==> config.mk <==
export PLATFORM = sky130hd
export DESIGN_NAME = regfile_arbiter_flat
export DESIGN_NICKNAME = d
export VERILOG_FILES = /design/src/rtl/regfile_arbiter_if.sv /design/src/rtl/regfile_arbiter.sv /design/src/flat_wrapper.sv
export SDC_FILE = /design/constraint.sdc
export NUM_CORES = 1
export LEC_CHECK = 0
export CORE_MARGIN = 2
export CORE_UTILIZATION = 38
export CTS_CLUSTER_DIAMETER = 40
export CTS_CLUSTER_SIZE = 25
export DETAILED_ROUTE_END_ITERATION = 10
export GPL_TIMING_DRIVEN = 1
export PLACE_DENSITY_LB_ADDON = 0.3
export SLEW_MARGIN = 20
export SYNTH_ARGS = -nofsm -noshare
export SYNTH_HDL_FRONTEND = slang
export SYNTH_SLANG_ARGS = --single-unit
==> constraint.sdc <==
create_clock -name clk -period 2.53 [get_ports clk]
set_input_delay 0.506 -clock clk [delete_from_list [all_inputs] [get_ports clk]]
set_output_delay 0.506 -clock clk [all_outputs]
set_load 0.01 [all_outputs]
==> src/rtl/regfile_arbiter_if.sv <==
// Requester-side bus of regfile_arbiter: two requesters (core, debug),
// each with req/we/addr/wdata and a one-cycle grant, plus a shared
// response (rdata/err) and a busy flag.
//   master : drives requests, observes grants/response (requester side)
//   slave  : observes requests, drives grants/response (arbiter side)
interface regfile_arbiter_if;
  logic        c_req;
  logic        c_we;
  logic [3:0]  c_addr;
  logic [31:0] c_wdata;
  logic        d_req;
  logic        d_we;
  logic [3:0]  d_addr;
  logic [31:0] d_wdata;
  logic        c_gnt;
  logic        d_gnt;
  logic [31:0] rsp_rdata;
  logic        rsp_err;
  logic        busy;

  modport master (
    output c_req, c_we, c_addr, c_wdata,
    output d_req, d_we, d_addr, d_wdata,
    input  c_gnt, d_gnt, rsp_rdata, rsp_err, busy
  );

  modport slave (
    input  c_req, c_we, c_addr, c_wdata,
    input  d_req, d_we, d_addr, d_wdata,
    output c_gnt, d_gnt, rsp_rdata, rsp_err, busy
  );
endinterface

==> src/rtl/regfile_arbiter.sv <==
// Arbitrates register-file access between a core requester and a debug
// requester. One transaction at a time: IDLE picks a winner (round-robin on
// ties), then WRITE drives the write port for one cycle, or READ holds the
// read address for RD_LAT+1 cycles and captures rf_RD1, then DONE pulses the
// winner's grant. Writes to r0 (hardwired) and r15 (PC) are rejected with
// rsp_err. All outputs are registered.
// Ports:
//   clk, rst         clock, asynchronous active-high reset
//   bus (slave)      requester handshake and response (see regfile_arbiter_if)
//   rf_A1 / rf_RD1   register-file read address / read data
//   rf_A3, rf_WD3,   register-file write address, data, enable
//   rf_WE3
module regfile_arbiter #(
  parameter int unsigned RD_LAT = 1
) (
  input  logic                 clk,
  input  logic                 rst,
  regfile_arbiter_if.slave     bus,
  output logic [3:0]           rf_A1,
  output logic [3:0]           rf_A3,
  output logic [31:0]          rf_WD3,
  output logic                 rf_WE3,
  input  logic [31:0]          rf_RD1
);

  typedef enum logic [1:0] {IDLE, WRITE, READ, DONE} state_t;

  localparam logic [2:0] RD_LAST = 3'(RD_LAT);

  state_t      state;
  logic        last_dbg;   // 1 = debug was served last
  logic        cur_dbg;    // winner of the transaction in flight
  logic [2:0]  cnt;

  logic        win_dbg;
  logic        sel_we;
  logic [3:0]  sel_addr;
  logic [31:0] sel_wdata;

  always_comb begin
    win_dbg   = bus.d_req && (!bus.c_req || !last_dbg);
    sel_we    = win_dbg ? bus.d_we    : bus.c_we;
    sel_addr  = win_dbg ? bus.d_addr  : bus.c_addr;
    sel_wdata = win_dbg ? bus.d_wdata : bus.c_wdata;
  end

  // The latched address/data live directly in rf_A1 (reads) or rf_A3/rf_WD3
  // (writes), loaded on the edge that leaves IDLE; later bus changes are
  // therefore ignored without separate shadow registers.
  always_ff @(posedge clk or posedge rst) begin
    if (rst) begin
      state         <= IDLE;
      last_dbg      <= 1'b1;
      cur_dbg       <= 1'b0;
      cnt           <= '0;
      bus.c_gnt     <= 1'b0;
      bus.d_gnt     <= 1'b0;
      bus.rsp_rdata <= '0;
      bus.rsp_err   <= 1'b0;
      bus.busy      <= 1'b0;
      rf_A1         <= '0;
      rf_A3         <= '0;
      rf_WD3        <= '0;
      rf_WE3        <= 1'b0;
    end else begin
      case (state)
        IDLE: begin
          if (bus.c_req || bus.d_req) begin
            cur_dbg  <= win_dbg;
            bus.busy <= 1'b1;
            if (sel_we) begin
              if (sel_addr == 4'd0 || sel_addr == 4'd15) begin
                state       <= DONE;
                bus.rsp_err <= 1'b1;
                bus.c_gnt   <= !win_dbg;
                bus.d_gnt   <= win_dbg;
                last_dbg    <= win_dbg;
              end else begin
                state  <= WRITE;
                rf_WE3 <= 1'b1;
                rf_A3  <= sel_addr;
                rf_WD3 <= sel_wdata;
              end
            end else begin
              state <= READ;
              rf_A1 <= sel_addr;
              cnt   <= '0;
            end
          end
        end
        WRITE: begin
          rf_WE3    <= 1'b0;
          state     <= DONE;
          bus.c_gnt <= !cur_dbg;
          bus.d_gnt <= cur_dbg;
          last_dbg  <= cur_dbg;
        end
        READ: begin
          if (cnt == RD_LAST) begin
            bus.rsp_rdata <= rf_RD1;
            state         <= DONE;
            bus.c_gnt     <= !cur_dbg;
            bus.d_gnt     <= cur_dbg;
            last_dbg      <= cur_dbg;
          end else begin
            cnt <= cnt + 3'd1;
          end
        end
        DONE: begin
          bus.c_gnt   <= 1'b0;
          bus.d_gnt   <= 1'b0;
          bus.rsp_err <= 1'b0;
          bus.busy    <= 1'b0;
          state       <= IDLE;
        end
        default: state <= IDLE;
      endcase
    end
  end

endmodule

==> src/flat_wrapper.sv <==
// flat-port wrapper written by rule: the top's interface ports become plain ports
module regfile_arbiter_flat 
#(
  parameter int unsigned RD_LAT = 1
)
  (clk, rst, rf_A1, rf_A3, rf_WD3, rf_WE3, rf_RD1, bus_c_req, bus_c_we, bus_c_addr, bus_c_wdata, bus_d_req, bus_d_we, bus_d_addr, bus_d_wdata, bus_c_gnt, bus_d_gnt, bus_rsp_rdata, bus_rsp_err, bus_busy);
  regfile_arbiter_if bus_i ();
  input  logic clk;
  input  logic rst;
  output logic [3:0] rf_A1;
  output logic [3:0] rf_A3;
  output logic [31:0] rf_WD3;
  output logic rf_WE3;
  input  logic [31:0] rf_RD1;
  input wire logic [$bits(bus_i.c_req)-1:0] bus_c_req;
  input wire logic [$bits(bus_i.c_we)-1:0] bus_c_we;
  input wire logic [$bits(bus_i.c_addr)-1:0] bus_c_addr;
  input wire logic [$bits(bus_i.c_wdata)-1:0] bus_c_wdata;
  input wire logic [$bits(bus_i.d_req)-1:0] bus_d_req;
  input wire logic [$bits(bus_i.d_we)-1:0] bus_d_we;
  input wire logic [$bits(bus_i.d_addr)-1:0] bus_d_addr;
  input wire logic [$bits(bus_i.d_wdata)-1:0] bus_d_wdata;
  output wire logic [$bits(bus_i.c_gnt)-1:0] bus_c_gnt;
  output wire logic [$bits(bus_i.d_gnt)-1:0] bus_d_gnt;
  output wire logic [$bits(bus_i.rsp_rdata)-1:0] bus_rsp_rdata;
  output wire logic [$bits(bus_i.rsp_err)-1:0] bus_rsp_err;
  output wire logic [$bits(bus_i.busy)-1:0] bus_busy;
  assign bus_i.c_req = bus_c_req;
  assign bus_i.c_we = bus_c_we;
  assign bus_i.c_addr = bus_c_addr;
  assign bus_i.c_wdata = bus_c_wdata;
  assign bus_i.d_req = bus_d_req;
  assign bus_i.d_we = bus_d_we;
  assign bus_i.d_addr = bus_d_addr;
  assign bus_i.d_wdata = bus_d_wdata;
  assign bus_c_gnt = bus_i.c_gnt;
  assign bus_d_gnt = bus_i.d_gnt;
  assign bus_rsp_rdata = bus_i.rsp_rdata;
  assign bus_rsp_err = bus_i.rsp_err;
  assign bus_busy = bus_i.busy;
  regfile_arbiter #(.RD_LAT(RD_LAT)) u_core (.clk(clk), .rst(rst), .bus(bus_i), .rf_A1(rf_A1), .rf_A3(rf_A3), .rf_WD3(rf_WD3), .rf_WE3(rf_WE3), .rf_RD1(rf_RD1));
endmodule
# Yosys cells after proc, flatten, opt, wreduce, memory -nomap -nowiden
# Cells that the tools add are included.
[word_totals]
ff_bits = 84
input_bits = 110
output_inout_bits = 77
word_cells = 86
[op_classes]
addsub = 1
n_eq_ne = 12
mux = 33
n_bitwise = 2
n_reduce_logical = 25
[op_table]
columns = ["operator", "n"]
rows = [
  ["$mux W32", 1],
  ["$reduce_and A4 Y1", 5],
  ["$mux W1", 16],
  ["$mux W3", 3],
  ["$mux W2", 4],
  ["$ne A2 B1 Y1 const B", 4],
  ["$pmux W1 S4", 2],
  ["$pmux W2 S4", 1],
  ["$reduce_and A2 Y1", 4],
  ["$ne A2 B2 Y1 const B", 3],
  ["$pmux W1 S2", 3],
  ["$pmux W3 S2", 1],
  ["$reduce_bool A2 Y1", 3],
  ["$reduce_and A5 Y1", 1],
  ["$eq A2 B2 Y1 const B", 2],
  ["$eq A4 B4 Y1 const B", 1],
  ["$logic_not A1 Y1", 4],
  ["$logic_not A4 Y1", 1],
  ["$mux W4", 1],
  ["$add A3 B1 Y3 const B", 1],
  ["$eq A3 B1 Y1 const B", 1],
  ["$logic_or A1 B1 Y1", 3],
  ["$pmux W1 S3", 1],
  ["$reduce_and A3 Y1", 1],
  ["5 further kinds", 6],
]

# Logic depth before layout (Yosys ltp)
[depth]
ltp_word = 10
ltp_mapped = 7
mapped_depth_nobuf = 6

# Worst setup path before layout
# No wires, ideal clock.
[synth_timing]
path_type = "input to register"
start = "input port bus_d_req"
end = "register u_core.rf_A3[0]"
setup_time_ns = 0.125
t_arrival_ns = 2.196
required_time_ns = 2.405
path_slack_ns = 0.209
cell_stages = 6
n_path_buf = 2
path_cell_list = "a21bo_1 buf_6 or4_4 a21oi_4 buf_12 mux2_4"
[synth_between]
elab_chain_len = 6
word_cells_on_any_way = 9
classes_between = "eq/ne: 1; mux: 2; bitwise: 1; reduce/logical: 5"
[synth_rtl]
columns = ["element", "line_no", "rtl"]
rows = [
  ["start, declared", "flat_wrapper.sv:19", "input wire logic [$bits(bus_i.d_req)-1:0] bus_d_req;"],
  ["$logic_and A1 B1 Y1", "regfile_arbiter.sv:41", "win_dbg = bus.d_req && (!bus.c_req || !last_dbg);"],
  ["$mux W4", "regfile_arbiter.sv:43", "sel_addr = win_dbg ? bus.d_addr : bus.c_addr;"],
  ["$eq A4 B4 Y1 or $logic_not A4 Y1 (tied branches)", "regfile_arbiter.sv:72", "if (sel_addr == 4'd0 || sel_addr == 4'd15) begin"],
  ["$logic_or A1 B1 Y1", "regfile_arbiter.sv:72", ""],
  ["$not A1 Y1 (no line)", "n/a", ""],
  ["$reduce_and A4 Y1 (no line)", "n/a", ""],
  ["end signal, assigned", "regfile_arbiter.sv:81", "rf_A3 <= sel_addr;"],
  ["end, declared", "regfile_arbiter.sv:20", "output logic [3:0] rf_A3,"],
]
# Several ways; a longest one is shown, not always the timed one.
# A chain may end at the register's enable or synchronous reset.

# Worst setup path in the final report
[layout_timing]
start = "input port bus_c_addr[1]"
end = "register u_core.rf_WD3[27]"
[layout_between]
elab_chain_len = 5
word_cells_on_any_way = 6
classes_between = "eq/ne: 1; mux: 1; bitwise: 1; reduce/logical: 3"
[layout_rtl]
columns = ["element", "line_no", "rtl"]
rows = [
  ["start, declared", "flat_wrapper.sv:17", "input wire logic [$bits(bus_i.c_addr)-1:0] bus_c_addr;"],
  ["$mux W4 *", "regfile_arbiter.sv:43", ""],
  ["$eq A4 B4 Y1 or $logic_not A4 Y1 (tied branches)", "regfile_arbiter.sv:72", ""],
  ["$logic_or A1 B1 Y1 *", "regfile_arbiter.sv:72", ""],
  ["$not A1 Y1 (no line) *", "n/a", ""],
  ["$reduce_and A4 Y1 (no line) *", "n/a", ""],
  ["end signal, assigned", "regfile_arbiter.sv:82", "rf_WD3 <= sel_wdata;"],
  ["end, declared", "regfile_arbiter.sv:21", "output logic [31:0] rf_WD3,"],
]
# Every way passes the cells marked *; elsewhere a longest branch is shown, timed or not.

==> summary.txt <==
Setup path
  – CP Class: in2reg
  – CP endpoint kind: flop
  – CP delay by family, top: simple AND/OR/NAND/NOR gates
  – Worst path max stage delay: 600 ps
  – Crit path DAT: 2630 ps
  – Critical Path Source Type: input port
  – CP Cell Sequence: clkdlybuf4s50_1 > and4_1 > or4b_1 > a21oi_4 > buf_4 > mux2_2
  – Critical path fanouts, max: 12
  – Max stage delay cell, worst path: or4b_1
  – Sum of buffers and inverters on the critical path: 2
  – Worst Path Required: 2760 ps
  – Reg2Reg Depth: 5
  – Worst path depth: 6

Yosys
  – Commonest cells in the netlist: nand2_1 (117), dfrtp_1 (83), mux2_2 (45)
  – Yosys warns: 0
  – Area contributors post-synth: dfrtp_1 (50%), mux2_2 (12%), mux2_4 (11%)
  – Synthesized area: 0.004154 mm2
  – Count leader, synth: nand2_1
  – Largest area contributor in the netlist: dfrtp_1
  – Ys flop type: dfrtp_1
  – Post-Syn Nets: 482
  – Post-synth EDFFs: 0
  – Async SR Flop Fraction: 100.0%
  – Post-synthesis cell type count: 41
  – Avg Cell Area, Syn: 11.35 um2
  – Yosys top cell area share: 50.00%
  – Sequential share of the synthesized area: 50.63%
  – FF+latch count, synth: 84
  – Cells after Synth: 366

Routing
  – DR WL/cell: 15.38 um
  – Iteration-0 DRC Markers: 156
  – First-pass DRT Iterations: 4
  – Top Metal Used: met4
  – Post-route DRC: 0
  – WL met3: 829 um
  – Total number of vias: 3,474
  – DRT met1 WL: 4446 um
  – Total wire length: 10,940 um
  – Met2 wire len: 5417 um
  – Antenna-violating nets left: 0
  – Vias/cell: 4.886

GRT
  – Initial antenna violation count: 0
  – First-pass GRT wire length: 17,040 um
  – Congestion Overflow GR: 0
  – Vias in the first global route: 3,664
  – Total track usage: 18.62%
  – Largest net degree at the start of global routing: 44

Floorplan
  – Row count: 38
  – Effective utilization at floorplan: 38.66%
  – Die Span Y: 108.6 um
  – Die width: 108.6 um
  – Io pins: 187
  – Die area: 0.01178 mm2
  – Core area: 0.01075 mm2

Worst hold path
  – Hold Path Depth: 1
  – Worst hold path class: reg2reg

Layout
  – Net count reported at finish: 682
  – Layout cells sized above 1: 20.32%
  – Diode count: 0
  – Area delta synth->final: 56.36%
  – Util after Layout: 60.44%

Placement
  – Routability cong.: 0.8719
  – Post-DP HPWL: 8142 um
  – Port bufs: 186

Power and ir drop
  – LEAKAGE: 2.883 nW
  – VDD IR-drop max: 0.0004291 V
  – Power Dens Cells: 1095 mW/mm2
  – NetSw: 2.255 mW
  – Int Pwr: 4.857 mW
  – Final Power: 7.112 mW
  – Clk pwr share: 14.7%
  – Switching Fraction: 31.71%
  – Sequential power share: 34.0%
  – Comb pwr share: 51.3%

STA
  – Max Freq: 416.4 MHz
  – Worst Tran Pin Value: 652.0 ps
  – Max Slew Vio Count: 0
  – Slew HR: 56.44%
  – Fin Clk Skew: 8.910 ps
  – Final setup fails: 0
  – Fin. Hold Viols: 0
  – Final Critical Period: 2401 ps
  – Final hold slack: 507.1 ps
  – Crit share post-route: 94.91%
  – RSZ-0062 raised after global routing: false

CTS
  – Root buf cell: clkbuf_8
  – Resized Gates After CTS: 0
  – Worst skew pair latency: 350 ps
  – CTS tree: done
  – Max clock buf depth: 2
  – H-Tree Depth: 3
  – Hold_buf cts: 0
  – CTS Buf Count: 9
  – Post-CTS Setup Bufs: 0
  – Clk slew on worst S/H paths: 80 ps
  – Sink Count: 84

Outcome
  – Run status: finished clean

Run
  – Max-cap violations: 0
==> layer usage <==
metal	global-route usage, %	vias to the layer above
li1	-	1648
met1	21.43	1685
met2	32.68	123
met3	4.340	18
met4	8.608	0
met5	0	-
==> sequential cells by signal, summed over array words and instances, names as in the netlist <==
register and flops:
u_core.bus.rsp_rdata 32, u_core.cur_dbg 1, u_core.rf_A1 4, u_core.rf_WE3 1, u_core.bus.c_gnt 1, u_core.state 2
u_core.bus.rsp_err 1, u_core.rf_A3 4, u_core.bus.busy 1, u_core.rf_WD3 32, u_core.cnt 3, u_core.last_dbg 1
u_core.bus.d_gnt 1
==> path summary, 6_finish.rpt <==
| kind | from | end | slack (ps) |
|---|---|---|---|
| setup reg to reg | u_core.last_dbg | u_core.last_dbg | 400 |
| min in group asynchronous | rst | u_core.bus.rsp_rdata[12] | 600 |
| setup / recovery | bus_c_addr[1] | u_core.rf_WD3[27] | 130 |
| max in group asynchronous | rst | u_core.last_dbg | 1260 |
| hold / removal | u_core.bus.rsp_rdata[2] | u_core.bus.rsp_rdata[2] | 510 |
| hold reg to reg | u_core.bus.rsp_rdata[2] | u_core.bus.rsp_rdata[2] | 510 |
==> area by class of cell <==
type | instances | area [um2]
clock inverters | 4 | 72.57
repair buffers | 207 | 2057
clock buffers | 12 | 145.1
flip-flops and latches | 84 | 2103
well taps | 140 | 175.2
fillers | 918 | 4250
inverters | 6 | 26.28
multi-input cells | 258 | 1916
==> layout by cell type, fill, tap and decap left out, drive strengths merged, types with 4 or more instances in the layout <==
cell	instances
ha	6
nand2	117
dfrtp	83
nor2b	6
clkdlybuf4s50	186
nor4	4
o21ai	7
buf	21
inv	5
nor2	4
a311o	4
clkbuf	12
mux2	75
==> through the flow <==
step / area (um2) / TNS, ps / instances / setup WS, ps
3_5_place_dp: 6277 / -6350 / 695 / -218.4
2_1_floorplan: 4158 / 0 / 366 / 209.0
6_report: 6495 / 0 / 711 / 128.7
4_1_cts: 6495 / 0 / 711 / 147.8
3_3_place_gp: 6277 / -4394 / 695 / -162.8
5_1_grt: 6495 / 0 / 711 / 94.31
==> power groups by stage <==
stage                     clock [mW]  sequential [mW]  combinational [mW]
final                           1.05             2.42                3.65
after global routing            1.13             2.51                3.92
after CTS                       1.08             2.42                3.68
after detailed placement           0             2.43                3.67
after global placement             0             2.41                3.58
after floorplan                    0             2.68                1.58
==> kinds of logic after synthesis <==
kind of cell	after synthesis	synth area share (%)
buf+inv	24	3.524
mux	76	23.28
flops	84	50.63
simple gates	146	15.09
fa+ha+maj	6	1.807
compound gates	30	5.663
Power figures use the tool's default switching activity.
